`src/rtl/memory_arbiter.sv`:
```
// memory_arbiter: round-robin two-port arbiter in front of a single-ported memory macro.
// Optional MEM_ARB_LOCK_EN adds R1_Lock so port 1 can hold priority for burst loads.
module memory_arbiter #(
    parameter int DataWidth = 16,
    parameter int AddrWidth = 10
) (
    input  logic                 Clk,
    input  logic                 Reset,
    input  logic                 R0_Req,
    input  logic                 R0_We,
    input  logic [AddrWidth-1:0] R0_Addr,
    input  logic [DataWidth-1:0] R0_DIn,
    output logic                 R0_Gnt,
    output logic                 R0_Ack,
    input  logic                 R1_Req,
    input  logic                 R1_We,
    input  logic [AddrWidth-1:0] R1_Addr,
    input  logic [DataWidth-1:0] R1_DIn,
`ifdef MEM_ARB_LOCK_EN
    input  logic                 R1_Lock,
`endif
    output logic                 R1_Gnt,
    output logic                 R1_Ack,
    output logic [DataWidth-1:0] RData,
    output logic                 MEM_En,
    output logic                 MEM_Wr,
    output logic [AddrWidth-1:0] MEM_Addr,
    output logic [DataWidth-1:0] MEM_DIn,
    input  logic [DataWidth-1:0] MEM_DOut
);
    typedef enum logic [1:0] {S_Idle = 2'b00, S_Access = 2'b01} state_t;
    state_t state;
    logic   last;
    logic   lock_req;
    logic   pick1;
`ifdef MEM_ARB_LOCK_EN
    logic   lock_q;
    assign lock_req = lock_q && R1_Lock;
`else
    assign lock_req = 1'b0;
`endif
    // port 1 wins when alone, when port 0 went last, or while it holds the lock
    assign pick1 = R1_Req && (!R0_Req || !last || lock_req);
    always_ff @(posedge Clk) begin
        if (Reset || !(state inside {S_Idle, S_Access})) begin
            state    <= S_Idle;
            last     <= 1'b1;
            R0_Gnt   <= 1'b0;
            R1_Gnt   <= 1'b0;
            R0_Ack   <= 1'b0;
            R1_Ack   <= 1'b0;
            RData    <= '0;
            MEM_En   <= 1'b1;
            MEM_Wr   <= 1'b1;
            MEM_Addr <= '0;
            MEM_DIn  <= '0;
`ifdef MEM_ARB_LOCK_EN
            lock_q   <= 1'b0;
`endif
        end else if (state == S_Idle) begin
            R0_Ack <= 1'b0;
            R1_Ack <= 1'b0;
            if (R0_Req || R1_Req) begin
                state    <= S_Access;
                MEM_En   <= 1'b0;
                MEM_Wr   <= ~(pick1 ? R1_We : R0_We);
                MEM_Addr <= pick1 ? R1_Addr : R0_Addr;
                MEM_DIn  <= pick1 ? R1_DIn : R0_DIn;
                R0_Gnt   <= !pick1;
                R1_Gnt   <= pick1;
                last     <= pick1;
`ifdef MEM_ARB_LOCK_EN
                lock_q   <= pick1 && R1_Lock;
`endif
            end
        end else begin
            state  <= S_Idle;
            MEM_En <= 1'b1;
            MEM_Wr <= 1'b1;
            R0_Gnt <= 1'b0;
            R1_Gnt <= 1'b0;
            R0_Ack <= R0_Gnt;
            R1_Ack <= R1_Gnt;
            if (MEM_Wr) RData <= MEM_DOut;
        end
    end
endmodule

```
`config.mk`:
```
export PLATFORM = sky130hd
export DESIGN_NAME = memory_arbiter
export DESIGN_NICKNAME = d
export VERILOG_FILES = /design/src/rtl/memory_arbiter.sv
export SDC_FILE = /design/constraint.sdc
export NUM_CORES = 1
export LEC_CHECK = 0
export CORE_UTILIZATION = 37
export DETAILED_ROUTE_END_ITERATION = 6
export PLACE_DENSITY = 0.78
export SETUP_SLACK_MARGIN = 0.3
export SLEW_MARGIN = 40
export SYNTH_ARGS = -nofsm -noshare
export SYNTH_HDL_FRONTEND = slang
export SYNTH_SLANG_ARGS = --single-unit
```
`constraint.sdc`:
```
create_clock -name Clk -period 1.6 [get_ports Clk]
set_clock_uncertainty 0.05 [all_clocks]
set_input_delay 0.32 -clock Clk [delete_from_list [all_inputs] [get_ports Clk]]
set_output_delay 0.32 -clock Clk [all_outputs]
set_load 0.05 [all_outputs]
```
==> results of run 1 <==
-- critical path, cell delays in order --
cell	delay (ns)
clkdlybuf4s15_1	0.27
a21boi_4	0.22
buf_12	0.14
buf_12	0.11
nand2_1	0.06
a311oi_2	0.29
-- state kept, by name, summed over array words and instances, names as in the netlist --
signal,cells
MEM_Addr,10
MEM_DIn,16
MEM_En,1
MEM_Wr,1
R0_Ack,1
R0_Gnt,1
R1_Ack,1
R1_Gnt,1
RData,16
last,1
state,1
-- worst paths after layout --
kind | start | end | cells past startpoint
worst min register to register | RData[3] | RData[3] | 2
worst min-delay path | RData[3] | RData[3] | 2
worst max register to register | last | MEM_Addr[8] | 5
worst max-delay path | R0_Req | MEM_Addr[8] | 6
-- through the flow --
| step | hold slack, ns | power (mW) |
|---|---|---|
| after floorplan | 0.4060 | 2.040 |
| after global placement | 0.3920 | 2.540 |
| after detailed placement | 0.3978 | 2.558 |
| after CTS | 0.4018 | 3.329 |
| after global routing | 0.4061 | 3.478 |
| final | 0.4069 | 3.318 |
-- synth_stat cells (all sizes together), types with 2 or more instances --
library cell,n
nand2,86
and3b,2
nor2b,2
clkbuf,7
dfxtp,50
a21oi,17
buf,14
a311oi,26
nor2,30
-- power by group --
group	total (mW)	leakage [nW]	switching (mW)	internal, mW
combinational	1.15	1.04	0.617	0.532
clock	0.747	0.0472	0.400	0.348
sequential	1.42	0.413	0.0745	1.35
-- layout make-up --
| type | count | area [µm²] | area share (%) |
|---|---|---|---|
| Timing Repair Buffer | 135 | 1503 | 41.63 |
| Sequential cell | 50 | 1010 | 27.97 |
| Multi-Input combinational cell | 176 | 910.9 | 25.23 |
| Tap cell | 70 | 87.58 | 2.426 |
| Clock buffer | 6 | 82.58 | 2.288 |
| Clock inverter | 2 | 12.51 | 0.3466 |
| Inverter | 1 | 3.754 | 0.1040 |
-- per-layer routing --
layer  up-vias  wire, µm  track usage [%]
met5         -         0                0
met4         0       144            7.885
met3        13       463            5.988
met2        98      2734            34.55
met1       945      2366            23.19
li1       1081         -                -
-- kinds of logic after synthesis --
group                  Yosys count  synth area share (%)
AOI/OAI and AO/OA               51                 19.11
and+or+nand+nor                125                 24.54
DFF                             50                 49.32
buffers and inverters           22                 7.028
-- timing repair --
action / CTS / global route
setup endpoints to repair: 26 / 23
endpoints found under the hold margin: 0 / 0
cloned: 1 / 1
pin swaps: 0 / 6
resized for setup: 5 / 6
setup buffers: 1 / 0
==> flow_summary_export.csv, run 1 <==
group,metric,value,unit
status,status,"complete, no violations",
layout,n_antenna_cell,0,
clocking,cts-root-buf,"clkbuf_8",
min_path,holdCritPathClass,"reg -> reg",
floorplanning,die_w,76.06,µm
grt,grtUsageTotal,20.02,%
floorplanning,rows,26,
floorplanning,pin_count,122,
timing,final-max-slew-violation-count,0,
floorplanning,core,5205,µm²
clocking,cts_buffers,5,
yosys,synth_area_leaders,"dfxtp_1 (49%), nand2_1 (16%), a311oi_1 (11%), nor2_1 (5.5%), a21oi_1 (4.2%)",
clocking,clk_pin_slew_worst_paths,0.08,ns
pwr,ir_drop,468.2,µV
grt,grt_max_degree,50,
grt,grt.overflow.total,0,
layout,nFillCells,422,
detailed_routing,antenna_left,0,
layout,design_area,3610,µm²
layout,final_common_cell,"nand2_1",
setup_path,critPathKind,"in -> reg",
timing,max_freq,0.7898,GHz
yosys,synth_edf_count,0,
pwr,p_per_area,919.1,nW/µm²
layout,instances_no_fill,440,
yosys,synth_seq_cells,50,
detailed_routing,wl_per_cell,12.98,µm
yosys,ys_async_sr_fraction,0,%
grt,grt_pass1_vias,1998,
detailed_routing,wirelength,5709,µm
setup_path,worstSetupEndpointType,"flop",
floorplanning,start_util,38.99,%
timing,finalCritPeriodShare,79.14,%
timing,setup_viol,0,
yosys,netlist_instances,248,
setup_path,crit_required,1.75,ns
setup_path,r2r_slack,0.33,ns
yosys,syn-cell-area,2029,µm²
clocking,cts_tree,"built",
grt,grt_pass1_wl,9259,µm
layout,areaGrowthSynthToFinish,77.87,%
timing,min_period,1.266,ns
detailed_routing,post-route-drc-count,0,
floorplanning,die_h,76.06,µm
floorplanning,die_area,5785,µm²
timing,tns,0,ns
clocking,hold_buffers,0,
layout,fin_util,69.35,%
layout,final_cell_mix,"nand2_1 (86), clkdlybuf4s50_1 (70), dfxtp_1 (47)",
timing,rsz0062_at_grt,"yes",
yosys,yosysSeqAreaShare,49.32,%
layout,drive_above_1_share,21.62,%
clocking,htree_levels,2,
grt,antenna_found_initial,0,
detailed_routing,drt_iter0_markers,108,
detailed_routing,dr_total_vias,2137,
placed_design,placed_cell_area,3413,µm²
detailed_routing,post_drt_via_cell_ratio,4.857,
setup_path,cp.arrival,1.42,ns
layout,final_nets,443,
pwr,p_leak,1.505,nW
clocking,clkSinkCount,50,
yosys,syn_avg_cell_area,8.183,µm²
setup_path,critPathLaunchType,"input pin",
yosys,synth_top_area_share,49.32,%
placed_design,portBuffers,121,
yosys,ys_types,25,
placed_design,place_ws,-0.2137,ns
placed_design,gp_congestion,0.7549,
timing,relSlewSlack,65.92,%
detailed_routing,dr.pass1.iters,4,
timing,final-hold-violation-count,0,
clocking,cts.path.max_buffers,2,
yosys,synthesis.nets,322,
yosys,yosysWarnings,0,
placed_design,hpwl,4017,µm
clocking,clock_latency,0.30,ns
placed_design,place_inst,429,
yosys,synth_ff_type,"dfxtp_1",
yosys,synth_top_cell_by_area,"dfxtp_1",
timing,tightest_slew,0.5100,ns
timing,fin_ws,0.3338,ns
setup_path,path_max_fanout,8,
run,drv_cap,0,
Note: power is estimated with default switching activity, not from simulation.
==> inputs of run 2 (changes only) <==
Clock period 1.6 ns to 1.2 ns, I/O delays scaled along.
==> run 2 against run 1 <==
  * The flow now finishes with violations (negative setup slack)
  * Highest routed layer unchanged
  * Sequential power up 39%
  * Routed wire length up 42%
  * Clock power up 61%
  * Critical endpoint is now MEM_Addr[4]
  * Combinational power up 81%
==> flow_summary_export.csv, run 2 (synthesis results as in run 1) <==
group,metric,value,unit
status,status,"finished, violations left",
status,violations,"negative setup slack",
timing,max_freq,0.7359,GHz
timing,setup_viol,26,
setup_path,path_cells,"a21boi_4 -> buf_6 -> clkbuf_16 -> nand2_2 -> a311oi_1",
layout,final_cell_mix,"clkdlybuf4s50_1 (70), nand2_1 (58), buf_12 (54)",
detailed_routing,antenna_left,0,
setup_path,crit_path_end,"MEM_Addr[4]",
timing,final-max-slew-violation-count,0,
setup_path,cpPeakStageDelay,0.38,ns
clocking,clk_pin_slew_worst_paths,0.10,ns
setup_path,r2r_slack,-0.16,ns
pwr,ir_drop,831.3,µV
detailed_routing,post_drt_via_cell_ratio,5.148,
timing,relSlewSlack,78.37,%
floorplanning,core,5205,µm²
setup_path,crit_required,1.35,ns
grt,grt_max_degree,27,
grt,grt_pass1_wl,11110,µm
grt,grtUsageTotal,24.46,%
run,drv_cap,0,
timing,fin_ws,-0.1589,ns
layout,drive_above_1_share,53.28,%
clocking,clkSinkCount,50,
layout,largestRegisters,"MEM_DIn (16), RData (16), MEM_Addr (10)",
clocking,cts.path.max_buffers,2,
timing,final-hold-violation-count,0,
layout,n_antenna_cell,0,
detailed_routing,post-route-drc-count,0,
pwr,power,5.264,mW
clocking,htree_levels,2,
layout,instances_no_fill,466,
placed_design,portBuffers,121,
floorplanning,pin_count,122,
layout,final_nets,469,
timing,tightest_slew,0.3245,ns
floorplanning,rows,26,
setup_path,path_max_fanout,7,
setup_path,critPathLaunchType,"flop",
placed_design,hpwl,4503,µm
setup_path,cp.arrival,1.51,ns
floorplanning,die_h,76.06,µm
setup_path,critPathSlowestCell,"dfxtp_4",
detailed_routing,wl_per_cell,17.34,µm
layout,multi_input_area,1190,µm²
grt,antenna_found_initial,0,
clocking,cts_tree,"built",
detailed_routing,dr_total_vias,2399,
clocking,clock_latency,0.31,ns
setup_path,r2r-end,"MEM_Addr[4]",
floorplanning,die_w,76.06,µm
detailed_routing,drt_iter0_markers,103,
floorplanning,die_area,5785,µm²
layout,areaGrowthSynthToFinish,128.8,%
clocking,cts-root-buf,"clkbuf_8",
timing,finalCritPeriodShare,113.2,%
timing,rsz0062_at_grt,"yes",
setup_path,path_buf_inv,2,
setup_path,cp.depth,5,
layout,ff_latch_area,1074,µm²
pwr,p_per_area,1134,nW/µm²
setup_path,crit-reg2reg-launch,"last",
placed_design,gp_congestion,0.7698,
setup_path,r2r_cells,5,
grt,grt_pass1_vias,2227,
detailed_routing,wirelength,8081,µm
grt,grt.overflow.total,0,
setup_path,cp_top_family,"compound AO/OA/AOI/OAI gates",
pwr,p_leak,1.906,nW
timing,min_period,1.359,ns
setup_path,critPathKind,"reg -> reg",
floorplanning,start_util,38.99,%
layout,final_common_cell,"clkdlybuf4s50_1",
setup_path,crit_start,"last",
min_path,holdCritPathClass,"in -> reg",
clocking,cts_buffers,5,
setup_path,worstSetupEndpointType,"flop",
layout,nFillCells,239,
placed_design,place_inst,436,
detailed_routing,dr.pass1.iters,4,
## run 2: what timing repair did
action / CTS / global route
buffers inserted: 8 / 8
hold buffers: 0 / 0
pin swaps: 9 / 9
setup endpoints to repair: 97 / 96
hold endpoints to repair: 0 / 0
gates cloned: 2 / 4
resized for setup: 97 / 39
## run 2: per-layer routing
layer | GRT usage (%) | vias up | part of all wire [%]
met5 | 0 | - | 0
met3 | 6.228 | 24 | 7.1
met1 | 27.41 | 1120 | 36
met4 | 8.462 | 0 | 3.2
met2 | 44.73 | 122 | 53
li1 | - | 1133 | -
## run 2: stage by stage
stage | setup TNS (ns) | setup slack, ns | hold WS [ns] | utilization, % | area [µm²]
final | -1.950 | -0.1589 | 0.2728 | 89.21 | 4643
after global routing | -3.715 | -0.2176 | 0.2994 | 89.21 | 4643
after CTS | -0.9918 | -0.05306 | 0.2323 | 83.70 | 4357
after detailed placement | -15.89 | -0.5993 | 0.4350 | 74.78 | 3892
after global placement | -13.45 | -0.4653 | 0.4284 | 74.78 | 3892
after floorplan | -0.1138 | -0.005251 | 0.3260 | - | 2083
## run 2: cell type report
type / instances / area share, %
timing repair buffer: 161 / 46.91
multi-input combinational: 176 / 25.63
sequential: 50 / 23.12
tap: 70 / 1.886
clock buffer: 6 / 1.563
clock inverter: 2 / 0.8084
inverter: 1 / 0.08084
## run 2: how the worst min path moves through the flow
| stage | startpoint | endpoint | slack (ns) | depth (start not counted) |
|---|---|---|---|---|
| after detailed placement | RData[11] | RData[11] | 0.43 | 2 |
| after global placement | RData[10] | RData[10] | 0.43 | 2 |
| after floorplan | MEM_DOut[10] | RData[10] | 0.33 | 2 |
| after CTS | Reset | MEM_DIn[0] | 0.23 | 2 |
| final | Reset | MEM_DIn[1] | 0.27 | 2 |
| after global routing | Reset | last | 0.30 | 2 |
## run 2: worst register-to-register path, delay by kind of cell (launching register included)
family / cells / cell delay [ns]
AO/OA/AOI/OAI: 2 / 0.47
buffers and inverters: 2 / 0.30
flip-flops: 1 / 0.38
AND/OR/NAND/NOR: 1 / 0.05
## run 2: power breakdown
part           internal (mW)  switching (mW)  total [mW]
logic                   1.09           0.990        2.08
clock network          0.623           0.581        1.20
registers               1.82           0.156        1.98
==> inputs of run 3 (changes only) <==
Settings changed: REMOVE_ABC_BUFFERS from default to 1.
==> run 3 against run 2 <==
  * The flow still finishes with violations (negative setup slack)
  * Critical path depth unchanged
  * Register-to-register slack about the same
  * Final cell count is the same
  * Die area did not move
  * Global-route usage is 2.7 points higher
  * Count of clock-buffer cells in the layout increased by 1
  * Core utilization grew 0.096 points
  * Sequential cell count did not move
  * Hold slack worse by 0.077 ns
  * Routed wire length up 20%
  * Critical path type unchanged
==> flow_summary_export.csv, run 3 (synthesis results as in run 1) <==
group,metric,value,unit
setup_path,critPathKind,"reg -> reg",
timing,max_freq,0.7370,GHz
setup_path,critPathLaunchType,"flop",
detailed_routing,antenna_left,0,
layout,n_antenna_cell,0,
clocking,clkSinkCount,50,
floorplanning,pin_count,122,
grt,grt_max_degree,31,
pwr,p_leak,1.933,nW
layout,drive_above_1_share,52.78,%
grt,grtUsageTotal,27.15,%
floorplanning,die_area,5785,µm²
timing,finalCritPeriodShare,113.1,%
grt,grt_pass1_wl,12270,µm
setup_path,worstSetupEndpointType,"flop",
timing,fin_ws,-0.1568,ns
clocking,clock_latency,0.30,ns
status,violations,"negative setup slack",
placed_design,portBuffers,121,
setup_path,cp_top_family,"compound AO/OA/AOI/OAI gates",
timing,tns,-2.843,ns
clocking,cts_tree,"built",
timing,final-max-slew-violation-count,0,
placed_design,place_ws,-0.5844,ns
layout,largestRegisters,"MEM_DIn (16), RData (16), MEM_Addr (10)",
timing,whs,0.1953,ns
grt,antenna_found_initial,0,
setup_path,cpPeakStageDelay,0.37,ns
pwr,p_per_area,1107,nW/µm²
setup_path,crit_top_cell,"buf_12",
floorplanning,core,5205,µm²
layout,final_cell_mix,"clkdlybuf4s50_1 (70), nand2_1 (62), buf_12 (57)",
clocking,htree_levels,2,
run,drv_cap,0,
clocking,hold_buffers,0,
detailed_routing,drt_iter0_markers,158,
floorplanning,die_w,76.06,µm
setup_path,path_cells,"a21boi_4 -> buf_12 -> buf_12 -> nand2_1 -> a311oi_2",
pwr,ir_drop,729.0,µV
clocking,clk_pin_slew_worst_paths,0.09,ns
grt,grt.overflow.total,0,
placed_design,hpwl,4819,µm
clocking,cts-root-buf,"clkbuf_8",
status,status,"finished, violations left",
layout,final_nets,469,
floorplanning,die_h,76.06,µm
layout,areaGrowthSynthToFinish,129.0,%
timing,rsz0062_at_grt,"yes",
setup_path,crit_required,1.33,ns
floorplanning,rows,26,
detailed_routing,post_drt_via_cell_ratio,5.455,
setup_path,critPathSlowestCell,"dfxtp_4",
timing,relSlewSlack,80.58,%
setup_path,path_buf_inv,2,
placed_design,gp_congestion,0.8165,
timing,setup_viol,42,
grt,grt_pass1_vias,2459,
clocking,cts.path.max_buffers,2,
detailed_routing,wl_per_cell,20.88,µm
floorplanning,start_util,38.99,%
detailed_routing,wirelength,9730,µm
setup_path,cp.arrival,1.49,ns
min_path,holdCritPathClass,"in -> reg",
setup_path,path_max_fanout,11,
detailed_routing,dr.pass1.iters,4,
layout,final_common_cell,"clkdlybuf4s50_1",
clocking,cts_buffers,5,
pwr,power,5.146,mW
timing,tightest_slew,0.2913,ns
detailed_routing,post-route-drc-count,0,
timing,min_period,1.357,ns
timing,final-hold-violation-count,0,
detailed_routing,dr_total_vias,2542,
-- run 3: path summary, 6_finish.rpt --
path | startpoint | to | slack [ns] | cells after the start
worst min-delay path | Reset | MEM_Addr[6] | 0.20 | 2
worst max register to register | last | MEM_Addr[0] | -0.16 | 5
worst min register to register | RData[4] | RData[4] | 0.45 | 2
worst max-delay path | last | MEM_Addr[0] | -0.16 | 5
-- run 3: worst register-to-register path, cell delays in order, from the launching register on --
cell,delay [ns]
dfxtp_4,0.37
a21boi_4,0.19
buf_12,0.14
buf_12,0.12
nand2_1,0.07
a311oi_2,0.31
-- run 3: final cells by class --
type	count	area [µm²]
repair buffers	161	2157
multi-input cells	176	1225
flip-flops and latches	50	1084
fillers	233	556.8
well taps	70	87.58
clock buffers	7	86.33
clock inverters	1	5.005
inverters	1	3.754
-- run 3: per-layer routing --
metal  wire length, µm  global-route usage, %  up-vias  share of wire [%]
met5                 0                      0        -                  0
met2              5168                  53.82      138                 53
li1                  -                      -     1130                  -
met1              3415                  26.06     1237                 35
met4               430                  7.692        0                4.4
met3               716                  9.461       37                7.4
-- run 3: power by group --
group | total (mW) | internal (mW) | leakage (nW) | switching (mW)
clock network | 1.04 | 0.467 | 0.0482 | 0.573
logic | 2.12 | 1.08 | 1.45 | 1.04
registers | 1.99 | 1.82 | 0.431 | 0.166
-- run 3: repair_timing --
action	in CTS	in global routing
pin swaps	26	23
setup buffers	10	12
cloned	1	2
setup endpoints to repair	96	96
resized for setup	118	30
-- run 3: metrics by stage --
stage	utilization (%)	instances	area, µm²
4_1_cts	84.42	452	4394
3_3_place_gp	74.50	433	3877
6_report	89.30	466	4648
2_1_floorplan	-	227	1891
3_5_place_dp	74.50	433	3877
5_1_grt	89.30	466	4648
